## src/rtl/pwm_capture_if.sv

```systemverilog
// Result bus from pwm_capture toward a register front end.
// Handshake: sample_valid is a one-cycle strobe with no ready; the consumer
// takes high_ticks/period_ticks in the strobe cycle. The values then hold
// until the next strobe. level_stuck/stuck_level are level outputs.
// fsm_state exposes the measurement FSM for checkers.
interface pwm_capture_if #(
  parameter int WIDTH = 10
);
  logic [WIDTH-1:0] high_ticks;
  logic [WIDTH-1:0] period_ticks;
  logic             sample_valid;
  logic             level_stuck;
  logic             stuck_level;
  logic [1:0]       fsm_state;

  modport master (
    output high_ticks, period_ticks, sample_valid, level_stuck, stuck_level, fsm_state
  );
  modport slave (
    input high_ticks, period_ticks, sample_valid, level_stuck, stuck_level, fsm_state
  );
endinterface

```

## src/rtl/pwm_capture.sv

```systemverilog
// PWM capture: measures the high time and period of an asynchronous PWM input
// in prescaled ticks, and flags a stuck input after TIMEOUT idle ticks.
module pwm_capture #(
  parameter int PRESCALE = 64,
  parameter int WIDTH    = 10,
  parameter int TIMEOUT  = 1023
) (
  input  logic          clk,
  input  logic          reset,
  input  logic          pwm_in,
  pwm_capture_if.master bus
);
  localparam int PW = $clog2(PRESCALE);
  localparam logic [PW-1:0]    PRESC_LAST = PW'(PRESCALE - 1);
  localparam logic [WIDTH-1:0] CNT_MAX    = '1;
  localparam logic [15:0]      IDLE_MAX   = 16'hFFFF;
  localparam logic [15:0]      IDLE_LIMIT = 16'(TIMEOUT);

  typedef enum logic [1:0] {
    WAIT_RISE = 2'd0,
    HIGH      = 2'd1,
    LOW       = 2'd2
  } state_t;

  state_t state_q, state_d;

  logic             sync1, sync2, prev;
  logic             rise, fall;
  logic [PW-1:0]    presc;
  logic [WIDTH-1:0] high_cnt, period_cnt, hold_high;
  logic [15:0]      idle_cnt;
  logic [WIDTH-1:0] high_ticks_q, period_ticks_q;
  logic             sample_valid_q, level_stuck_q, stuck_level_q;

  logic tick, any_edge, timeout;
  logic publish, restart, latch_high, set_stuck;

  // Synchronizer and edge-detect history. These flops are left out of reset so
  // a reset released while the pin is high does not fabricate a rising edge.
  always_ff @(posedge clk) begin
    sync1 <= pwm_in;
    sync2 <= sync1;
    prev  <= sync2;
  end

  // Registered edge pulses; both edges see the same delay, so durations are exact.
  always_ff @(posedge clk) begin
    if (reset) begin
      rise <= 1'b0;
      fall <= 1'b0;
    end else begin
      rise <= sync2 & ~prev;
      fall <= ~sync2 & prev;
    end
  end

  // The rise cycle is prescaler slot 0, so a tick never lands on a rise and a
  // cycle of N clocks yields floor(N/PRESCALE) ticks.
  assign tick     = (presc == PRESC_LAST) && !rise;
  assign any_edge = rise | fall;
  assign timeout  = (idle_cnt >= IDLE_LIMIT) && !any_edge;

  // Next-state and control strobes for the measurement FSM.
  always_comb begin
    state_d    = state_q;
    publish    = 1'b0;
    restart    = 1'b0;
    latch_high = 1'b0;
    set_stuck  = 1'b0;
    if (timeout) begin
      set_stuck = 1'b1;
      state_d   = WAIT_RISE;
    end else begin
      case (state_q)
        WAIT_RISE: if (rise) begin
          restart = 1'b1;
          state_d = HIGH;
        end
        HIGH: if (fall) begin
          latch_high = 1'b1;
          state_d    = LOW;
        end
        LOW: if (rise) begin
          publish = 1'b1;
          restart = 1'b1;
          state_d = HIGH;
        end
        default: state_d = WAIT_RISE;
      endcase
    end
  end

  // State register, counters and registered outputs.
  always_ff @(posedge clk) begin
    if (reset) begin
      state_q        <= WAIT_RISE;
      presc          <= '0;
      high_cnt       <= '0;
      period_cnt     <= '0;
      hold_high      <= '0;
      idle_cnt       <= '0;
      high_ticks_q   <= '0;
      period_ticks_q <= '0;
      sample_valid_q <= 1'b0;
      level_stuck_q  <= 1'b0;
      stuck_level_q  <= 1'b0;
    end else begin
      state_q <= state_d;

      if (rise)                     presc <= PW'(1);
      else if (presc == PRESC_LAST) presc <= '0;
      else                          presc <= presc + 1'b1;

      if (restart) begin
        high_cnt   <= '0;
        period_cnt <= '0;
      end else if (tick) begin
        if (state_q == HIGH && high_cnt != CNT_MAX)
          high_cnt <= high_cnt + 1'b1;
        if ((state_q == HIGH || state_q == LOW) && period_cnt != CNT_MAX)
          period_cnt <= period_cnt + 1'b1;
      end

      if (any_edge)                       idle_cnt <= '0;
      else if (tick && idle_cnt != IDLE_MAX) idle_cnt <= idle_cnt + 16'd1;

      if (latch_high) hold_high <= high_cnt;

      sample_valid_q <= publish;
      if (publish) begin
        high_ticks_q   <= hold_high;
        period_ticks_q <= period_cnt;
        level_stuck_q  <= 1'b0;
      end else if (set_stuck) begin
        level_stuck_q <= 1'b1;
        stuck_level_q <= sync2;
      end
    end
  end

  assign bus.high_ticks   = high_ticks_q;
  assign bus.period_ticks = period_ticks_q;
  assign bus.sample_valid = sample_valid_q;
  assign bus.level_stuck  = level_stuck_q;
  assign bus.stuck_level  = stuck_level_q;
  assign bus.fsm_state    = state_q;
endmodule

```

## src/flat_wrapper.sv

```systemverilog
// flat-port wrapper written by rule: the top's interface ports become plain ports
module pwm_capture_flat 
#(
  parameter int PRESCALE = 64,
  parameter int WIDTH    = 10,
  parameter int TIMEOUT  = 1023
)
  (clk, reset, pwm_in, bus_high_ticks, bus_period_ticks, bus_sample_valid, bus_level_stuck, bus_stuck_level, bus_fsm_state);
  pwm_capture_if #(.WIDTH(WIDTH)) bus_i ();
  input  logic clk;
  input  logic reset;
  input  logic pwm_in;
  output wire logic [$bits(bus_i.high_ticks)-1:0] bus_high_ticks;
  output wire logic [$bits(bus_i.period_ticks)-1:0] bus_period_ticks;
  output wire logic [$bits(bus_i.sample_valid)-1:0] bus_sample_valid;
  output wire logic [$bits(bus_i.level_stuck)-1:0] bus_level_stuck;
  output wire logic [$bits(bus_i.stuck_level)-1:0] bus_stuck_level;
  output wire logic [$bits(bus_i.fsm_state)-1:0] bus_fsm_state;
  assign bus_high_ticks = bus_i.high_ticks;
  assign bus_period_ticks = bus_i.period_ticks;
  assign bus_sample_valid = bus_i.sample_valid;
  assign bus_level_stuck = bus_i.level_stuck;
  assign bus_stuck_level = bus_i.stuck_level;
  assign bus_fsm_state = bus_i.fsm_state;
  pwm_capture #(.PRESCALE(PRESCALE), .WIDTH(WIDTH), .TIMEOUT(TIMEOUT)) u_core (.clk(clk), .reset(reset), .pwm_in(pwm_in), .bus(bus_i));
endmodule
```

## config.mk

```make
export PLATFORM = sky130hd
export DESIGN_NAME = pwm_capture_flat
export DESIGN_NICKNAME = d
export VERILOG_FILES = /design/src/rtl/pwm_capture_if.sv /design/src/rtl/pwm_capture.sv /design/src/flat_wrapper.sv
export SDC_FILE = /design/constraint.sdc
export NUM_CORES = 1
export LEC_CHECK = 0
export BUFFER_PORTS_ARGS = -buffer_cell sky130_fd_sc_hd__buf_2
export CORE_MARGIN = 1
export CORE_UTILIZATION = 30
export DETAILED_ROUTE_END_ITERATION = 16
export PLACE_DENSITY_LB_ADDON = 0.25
export SLEW_MARGIN = 10
export SYNTH_ARGS = -nofsm -noshare
export SYNTH_HDL_FRONTEND = slang
export SYNTH_SLANG_ARGS = --single-unit
```

## constraint.sdc

```tcl
create_clock -name clk -period 2.1 [get_ports clk]
set_clock_uncertainty 0.05 [all_clocks]
set_input_delay 0.315 -clock clk [delete_from_list [all_inputs] [get_ports clk]]
set_output_delay 0.315 -clock clk [all_outputs]
set_load 0.005 [all_outputs]
```

==> results.txt <==
synthesized flop and latch total - 82
synthesized area per cell - 9.307 µm²
syn_nets - 391
Worst IR Drop VDD - 0.0004048 V
final hold vios - 0
Ys Warns - 0
multi-input combinational cell area - 1795 µm²
Core Rows - 39
Main synth FF type - dfxtp_1
max cap viols - 0
startpoint types - flip-flop
die height - 110.7 µm
Leak - 0.001524 µW
DP Area - 3913 µm²
die width - 110.7 µm
GRT Overall Usage - 0.1374
sequential power share - 0.450
DP HPWL - 5.637 mm
worst slew pin tran - 0.5385 ns
Comb power frac - 0.030
Critical Path AT - 2.13 ns
Slew Limit Headroom - 0.6388
Initial DRC Count - 110
die area - 12260 µm²
fmax - 0.5216 GHz
via count - 3017
Crit path required time - 2.31 ns
Clk pwr share - 0.519
Final Wtd Congestion - 0.7876
CTS H-Tree Depth - 3
initial antenna violation count - 0
crit path capture type - flip-flop
IO buf count - 27
outcome - finished, final reports clean
setup TNS - 0 ns
Post-Route WL - 8.031 mm
Fill cells - 1132
Final #Nets - 427
worst min-delay path category - in -> reg
largest net degree at the start of global routing - 17
top-level I/O count - 28
initial core utilization - 0.3092
clock sink count - 82
DRT Pass-1 Iters - 4
setup violators final - 0
critical path's top delay family - simple AND/OR/NAND/NOR gates
max incr delay on CP - 0.57 ns
Skew-Pair Late Insertion Delay - 0.33 ns
Post-synth EDFFs - 0
P_sw - 694.0 µW
CTS root buf - clkbuf_16
cts hold-fix bufs - 0
CP Buf/Inv Count - 0
post-route ant nets - 0
# diodes - 0
Synth Instances - 381
global-route wire length before repair - 13.79 mm
WHS - 0.03188 ns
Register Area - 1642 µm²
period utilization - 0.9130
crit path max-delay cell type - or4_1
crit path cell chain - ha_1, and4b_2, nand2_1, or4_1, a21oi_1
Remaining Overflow, GRT - 0
vias in the first global route - 2834
FFs w/ async S/R, synth - 0
number of distinct library cells after synthesis - 51
drt wl/cell - 14.21 µm
post_cts resized - 0
Tmin final - 1.917 ns
DRC - 0
postcts setup bufs - 0
final number of max-transition violations - 0
switch share - 0.1985
reg2reg setup slack - 0.18 ns
Worst Path Max Fanout - 11
Int Pwr - 2802 µW
cell area after synthesis - 3546 µm²
CTS buffer count - 9
core box area - 11470 µm²
via/cell ratio - 5.340
RSZ-0062 raised after global routing - false
fraction of layout cells with a size suffix above 1 - 0.1659
sequential share of the synthesized area - 0.4629
Layout area overhead - 20.08%
clk slew on worst S/H paths - 0.06 ns
Final Cell Area - 4258 µm²
CTS tree - yes
kind of critical path - reg -> reg
CTS Buffer Depth - 2
PD cells - 821.1 nW/µm²
[final timing paths]
check                        from                  to  cells after the start
setup / recovery  u_core.presc[0]  u_core.idle_cnt[3]                      5
hold / removal             pwm_in        u_core.sync1                      1
setup reg to reg  u_core.presc[0]  u_core.idle_cnt[3]                      5
hold reg to reg      u_core.sync1        u_core.sync2                      0
[registers in the layout (all words and copies together), names as in the netlist]
register / flops
u_core.bus.fsm_state: 2
u_core.fall: 1
u_core.bus.level_stuck: 1
u_core.rise: 1
u_core.period_cnt: 10
u_core.sync2: 1
u_core.idle_cnt: 16
u_core.bus.period_ticks: 10
u_core.sync1: 1
u_core.high_cnt: 10
u_core.presc: 6
u_core.hold_high: 10
u_core.prev: 1
u_core.bus.sample_valid: 1
u_core.bus.stuck_level: 1
u_core.bus.high_ticks: 10
[stage by stage]
stage          instances  setup WS (ns)  power, µW    util
2_1_floorplan        381         0.3003       1676       -
5_1_grt              565        0.02773       3619  0.3713
3_3_place_gp         549         0.2597       1714  0.3412
6_report             565         0.1827       3496  0.3713
3_5_place_dp         549         0.1937       1716  0.3412
4_1_cts              565         0.1839       3545  0.3713
[layer usage]
metal | GRT usage | routed length [µm] | vias up
li1 | - | - | 1519
met3 | 0.03226 | 263 | 13
met5 | 0 | 0 | -
met2 | 0.2124 | 3578 | 54
met1 | 0.1820 | 4012 | 1431
met4 | 0.06133 | 176 | 0
[kinds of logic (layout without fill, tap and decap cells)]
logic type,Yosys count,in the layout,synth area share
and+or+nand+nor,147,147,0.2339
AOI/OAI and AO/OA,105,105,0.2167
DFF,82,82,0.4629
buffers and inverters,29,70,0.03176
muxes,8,8,0.02258
adders and majority gates,7,7,0.02470
xor gates and xnor gates,3,3,0.007411
[layout by cell type, fill, tap and decap left out, types with 8 or more instances in the layout]
master,count
nor3_1,8
buf_4,16
or4_1,14
inv_1,11
buf_2,27
a22o_1,20
nor2_1,13
nand3_1,19
clkbuf_16,9
mux2i_1,8
nand2_1,43
or3_1,9
nand4_1,8
dfxtp_1,82
o31ai_1,13
a21oi_1,32
[power by group through the flow]
stage / combinational [µW] / sequential [µW] / clock [µW]
3_5_place_dp: 107 / 1610 / 0
3_3_place_gp: 106 / 1610 / 0
2_1_floorplan: 68.9 / 1610 / 0
4_1_cts: 108 / 1570 / 1860
5_1_grt: 120 / 1570 / 1920
6_report: 106 / 1570 / 1820
[cell type report]
cell class                      instances  share of cell area
Multi-Input combinational cell        270              0.4217
Inverter                               11            0.009697
Tap cell                              143             0.04202
Timing Repair Buffer                   43             0.05995
Clock inverter                          4             0.02321
Clock buffer                           12             0.05789
Sequential cell                        82              0.3855
[Yosys cell counts (3+ instances only)]
master | number | share of area
nor4_1 | 4 | 0.0071
nor3b_1 | 3 | 0.0064
o21ai_1 | 3 | 0.0042
o21a_1 | 6 | 0.013
clkbuf_1 | 16 | 0.017
and2_1 | 3 | 0.0053
o311ai_1 | 4 | 0.0099
nand4_1 | 8 | 0.014
nor2_1 | 13 | 0.014
nand2b_1 | 7 | 0.012
inv_1 | 11 | 0.012
mux2i_1 | 8 | 0.023
ha_1 | 7 | 0.025
o41ai_1 | 3 | 0.0074
a22o_1 | 20 | 0.049
dfxtp_1 | 82 | 0.46
a21oi_1 | 33 | 0.047
nand2_1 | 43 | 0.046
nand3_1 | 19 | 0.027
o21ai_0 | 6 | 0.0085
or3_1 | 9 | 0.016
nor3_1 | 8 | 0.011
or4_1 | 14 | 0.030
a31oi_1 | 3 | 0.0053
a2111oi_2 | 3 | 0.013
o31ai_1 | 13 | 0.028
No activity file was read; power rests on OpenSTA's default activity.
